### src/rtl/shift_seq_ctrl.sv
// Multi-cycle shift sequencer: applies one 1-bit rotate/shift step per clock
// under a start/busy/done handshake, as a low-area alternative to a barrel shifter.
module shift_seq_ctrl #(
  parameter int WIDTH = 16,
  parameter int CNT_W = 4
) (
  input  logic             clk,
  input  logic             rst_n,
  input  logic             start,
  input  logic [1:0]       op,
  input  logic [WIDTH-1:0] data_in,
  input  logic [CNT_W-1:0] amt,
  input  logic             abort,
  output logic             busy,
  output logic             done,
  output logic [WIDTH-1:0] result,
  output logic             start_err
);

  typedef enum logic [1:0] {
    IDLE  = 2'd0,
    SHIFT = 2'd1,
    DONE  = 2'd2
  } state_t;

  state_t           state_q, state_d;
  logic [1:0]       op_q, op_d;
  logic [WIDTH-1:0] data_q, data_d;
  logic [CNT_W-1:0] cnt_q, cnt_d;
  logic             busy_q, busy_d;
  logic             done_q, done_d;
  logic             start_err_q, start_err_d;

  function automatic logic [WIDTH-1:0] step(input logic [1:0] sop, input logic [WIDTH-1:0] d);
    logic [WIDTH-1:0] r;
    case (sop)
      2'b00:   r = {d[WIDTH-2:0], d[WIDTH-1]};
      2'b01:   r = {d[WIDTH-2:0], 1'b0};
      2'b10:   r = {d[WIDTH-1], d[WIDTH-1:1]};
      default: r = {1'b0, d[WIDTH-1:1]};
    endcase
    return r;
  endfunction

  // DONE accepts a new start exactly like IDLE so jobs can run back-to-back.
  always_comb begin
    state_d     = state_q;
    op_d        = op_q;
    data_d      = data_q;
    cnt_d       = cnt_q;
    start_err_d = 1'b0;
    case (state_q)
      IDLE, DONE: begin
        if (start) begin
          op_d    = op;
          data_d  = data_in;
          cnt_d   = amt;
          state_d = (amt == '0) ? DONE : SHIFT;
        end else begin
          state_d = IDLE;
        end
      end
      SHIFT: begin
        start_err_d = start;
        if (abort) begin
          state_d = IDLE;
        end else begin
          data_d = step(op_q, data_q);
          cnt_d  = cnt_q - CNT_W'(1);
          if (cnt_q == CNT_W'(1)) state_d = DONE;
        end
      end
      default: state_d = IDLE;
    endcase
    busy_d = (state_d == SHIFT);
    done_d = (state_d == DONE);
  end

  always_ff @(posedge clk or negedge rst_n) begin
    if (!rst_n) begin
      state_q     <= IDLE;
      op_q        <= '0;
      data_q      <= '0;
      cnt_q       <= '0;
      busy_q      <= 1'b0;
      done_q      <= 1'b0;
      start_err_q <= 1'b0;
    end else begin
      state_q     <= state_d;
      op_q        <= op_d;
      data_q      <= data_d;
      cnt_q       <= cnt_d;
      busy_q      <= busy_d;
      done_q      <= done_d;
      start_err_q <= start_err_d;
    end
  end

  assign busy      = busy_q;
  assign done      = done_q;
  assign result    = data_q;
  assign start_err = start_err_q;

endmodule
### config.mk
export PLATFORM = sky130hd
export DESIGN_NAME = shift_seq_ctrl
export DESIGN_NICKNAME = d
export VERILOG_FILES = /design/src/rtl/shift_seq_ctrl.sv
export SDC_FILE = /design/constraint.sdc
export NUM_CORES = 1
export LEC_CHECK = 0
export ABC_AREA = 1
export CORE_MARGIN = 4
export CORE_UTILIZATION = 40
export CTS_BUF_LIST = sky130_fd_sc_hd__clkbuf_16
export DETAILED_ROUTE_END_ITERATION = 8
export PLACE_DENSITY = 0.69
export SYNTH_ARGS = -nofsm -noshare
export SYNTH_HDL_FRONTEND = slang
export SYNTH_SLANG_ARGS = --single-unit
export TNS_END_PERCENT = 20
### constraint.sdc
create_clock -name clk -period 1.7 [get_ports clk]
set_clock_uncertainty 0.2 [all_clocks]
set_input_delay 0.34 -clock clk [delete_from_list [all_inputs] [get_ports clk]]
set_output_delay 0.34 -clock clk [all_outputs]
set_load 0.1 [all_outputs]
==> run metrics <==
CTS tree=done; crit path buf inv count=2; maximum number of pins on one net before global-route repair=28; launch instance of the worst register-to-register path=state_q[0]; critical path data required time=between 1.5 and 2 ns; setup slack of the most critical reg-to-reg path=0.19 ns; Reg2Reg Capture Point=result[0]; count of buffers inserted at the top-level ports=44; detail-routed net length per standard cell=11.6 µm; Switching Share=about 53%; distinct cell type count after synthesis=17; via-per-instance ratio=between 4 and 5; Nets=320; Critical Path Sink Type=flop; Met1 Wirelength=approximately 1.7 mm; Filler Cell Count=347; maximum count of clock buffers along a single path=2; Worst Setup Slack post-DPL=-0.0129 ns; Yosys top cell by area=sky130_fd_sc_hd__dfrtp_1; worst hold-check slack=approximately 0.23 ns; post-route ant nets=0; leakage power of the design=roughly 1.3 nW; largest vdd supply drop=~0.94 mV; DRC errors left=0; Critical Path Start Type=flop; via count of the first global-routing pass=1596; crit path cell chain=inv_2 -> nor2_2 -> buf_4 -> nand2_1 -> nor2_1 -> nor2_1 -> nor2_1; initial core utilization=between 40% and 50%; proportion of power drawn by the clock network=10.2%; final design area excluding fillers=around 2400 µm²; synthesis-to-finish area growth=51.3%; share of the yosys chip area belonging to registers=between 40% and 50%; Seq pwr share=between 20% and 30%; status=completed; y dimension of the die=about 70 µm; Avg Cell Area, Syn=~6.6 µm²; power density over cell area=2140 nW/µm²; Initial DRT Pass Iterations=4; Area contributors post-synth=sky130_fd_sc_hd__dfrtp_1 43%, sky130_fd_sc_hd__nand2_1 30%, sky130_fd_sc_hd__nand3_1 6.6%; final HPWL from detailed placement=a little under 3 mm; setup repair after global routing missed its margin=no; cell row count=22; Worst-Skew Late Latency=0.26 ns; min Tclk post-route=approximately 1.5 ns; post-cts sizing count=0; Antenna Cells=0; # clock sinks=27; Final period util=about nine tenths; core region area=~3700 µm²; library cell appearing most often on the critical path=sky130_fd_sc_hd__nor2_1; achievable clock frequency=approximately 0.66 GHz; internal power contribution=2.42 mW; transition at the pin with the smallest max-transition slack=approximately 0.45 ns; critical setup path kind=flop to flop; number of buffers inserted by post-CTS setup repair=0; worst reg2reg path depth=7; Top delay family on crit path=simple AND/OR/NAND/NOR gates; Overall Global Routing Usage=between 10% and 20%; accumulated negative setup slack=0 ns; classification of the worst-slack hold path=input pin to async pin; cts bufs inserted=3; final weighted congestion of routability-driven global placement=0.832; hold_buf cts=0; dpl cell area=roughly 2300 µm²; yosys synthesis warning count=0; fraction of synthesized cell area taken by the top area cell type=42.6%; buffer cell driving the clock tree root=sky130_fd_sc_hd__clkbuf_16; initial antenna violation count=0; first-pass GRT wire length=between 6 and 7 mm; Die Span X=71.0 µm; Switch Pwr=about 2.7 mW; number of max-capacitance violations reported=0; Die Outline Area=between 5000 and 6000 µm²; Crit path arrival time=roughly 1.5 ns; met3 layer wire length in the routed design=159 µm; Detailed Route Iter0 Violations=84; net count of the mapped netlist=270; Pins Over Slew Limit=0; smallest setup slack after layout=approximately 0.19 ns; number of H-tree levels=1; vias post-DR=1579; Gate power share=between 60% and 70%; sum of routed wire length over all layers=slightly below 4 mm; CP max stage delay=0.40 ns; Rel. slew slack=70.2%; number of placed I/O pins=between 40 and 50; Post-Syn Area=1590 µm²; synthesized netlist cell count=roughly 240; peak fanout along the critical path=15; top routing layer in use=met4; clock slew seen by the registers of the worst setup and hold paths=0.06 ns; aggregate global routing overflow=0; flops & latches, synth=27; proportion of layout cells with a drive suffix above 1=between 10% and 20%; number of setup violations in the final report=0; number of hold violations in the final report=0; WL met2=1.97 mm; slowest cell on the critical path=sky130_fd_sc_hd__dfrtp_1
## sequential cells by signal (all words and copies together), names as in the netlist
signal / cells
op_q: 2
result: 16
state_q: 2
start_err: 1
done: 1
cnt_q: 4
busy: 1
## cells in the mapped netlist
master                    number
sky130_fd_sc_hd__o21ai_0      12
sky130_fd_sc_hd__buf_6         1
sky130_fd_sc_hd__dfrtp_1      27
sky130_fd_sc_hd__nand2_2       2
sky130_fd_sc_hd__inv_2         1
sky130_fd_sc_hd__ha_1          2
sky130_fd_sc_hd__a21oi_1       1
sky130_fd_sc_hd__inv_1        24
sky130_fd_sc_hd__buf_2         6
sky130_fd_sc_hd__buf_4         3
sky130_fd_sc_hd__inv_4         1
sky130_fd_sc_hd__nand2_1     127
sky130_fd_sc_hd__nor2_1       11
sky130_fd_sc_hd__nor2_2        1
sky130_fd_sc_hd__xnor2_1       1
sky130_fd_sc_hd__nand3_1      21
sky130_fd_sc_hd__or2_1         1
## power groups by stage
stage / clock, mW / sequential, mW / combinational [mW]
floorplan: 0 / 2.36 / 1.04
global placement: 0 / 1.24 / 3.36
detailed placement: 0 / 1.24 / 3.40
CTS: 0.544 / 1.23 / 3.41
global route: 0.554 / 1.27 / 3.66
finish: 0.527 / 1.23 / 3.39
## through the flow
stage | util [%] | total power, mW | std cells
after floorplan | - | 3.40 | 242
after global placement | 62.0 | 4.60 | 335
after detailed placement | 62.0 | 4.64 | 335
after CTS | 64.1 | 5.19 | 339
after global routing | 64.1 | 5.48 | 339
final | 64.1 | 5.15 | 339
## how the worst max path moves through the flow
stage                          start          to  slack, ns  cells after the start
after floorplan            result[1]   result[0]       0.06                      6
after global placement         abort   result[0]       0.03                      7
after detailed placement       abort  result[15]      -0.01                      7
after CTS                 state_q[0]   result[0]       0.18                      7
after global routing      state_q[0]   result[0]       0.05                      7
final                     state_q[0]   result[0]       0.19                      7
## cell type report
class                      instances  area [µm²]  share of cell area [%]
clock inverter                     1        3.75                   0.156
timing repair buffer              55         738                    30.8
multi-input combinational        179         747                    31.1
tap                               48        60.1                    2.50
inverter                          26         100                    4.17
sequential                        27         676                    28.2
clock buffer                       3        75.1                    3.13
## kinds of logic (layout without fill, tap and decap cells)
kind of cell,Yosys count,after routing,synth area share [%]
AO/OA/AOI/OAI,13,13,4.10
AND/OR/NAND/NOR,163,163,40.9
XOR/XNOR,1,1,0.552
adder cells (fa/ha/maj),2,2,1.58
buffers and inverters,36,85,10.3
flip-flops,27,27,42.6
## layer usage
metal  global-route usage, %  up-vias
li1                        -      827
met1                    20.9      709
met2                    29.1       38
met3                    2.13        5
met4                    7.31        0
met5                       0        -
## cells in the final DEF, fill, tap and decap left out, drive strengths merged
cell and instances:
nand2 129, buf 30, dfrtp 27, inv 27, clkdlybuf4s50 25, nand3 21
o21ai 12, nor2 12, clkbuf 3, ha 2, a21oi 1, xnor2 1
or2 1
No activity file was read; power rests on OpenSTA's default activity.
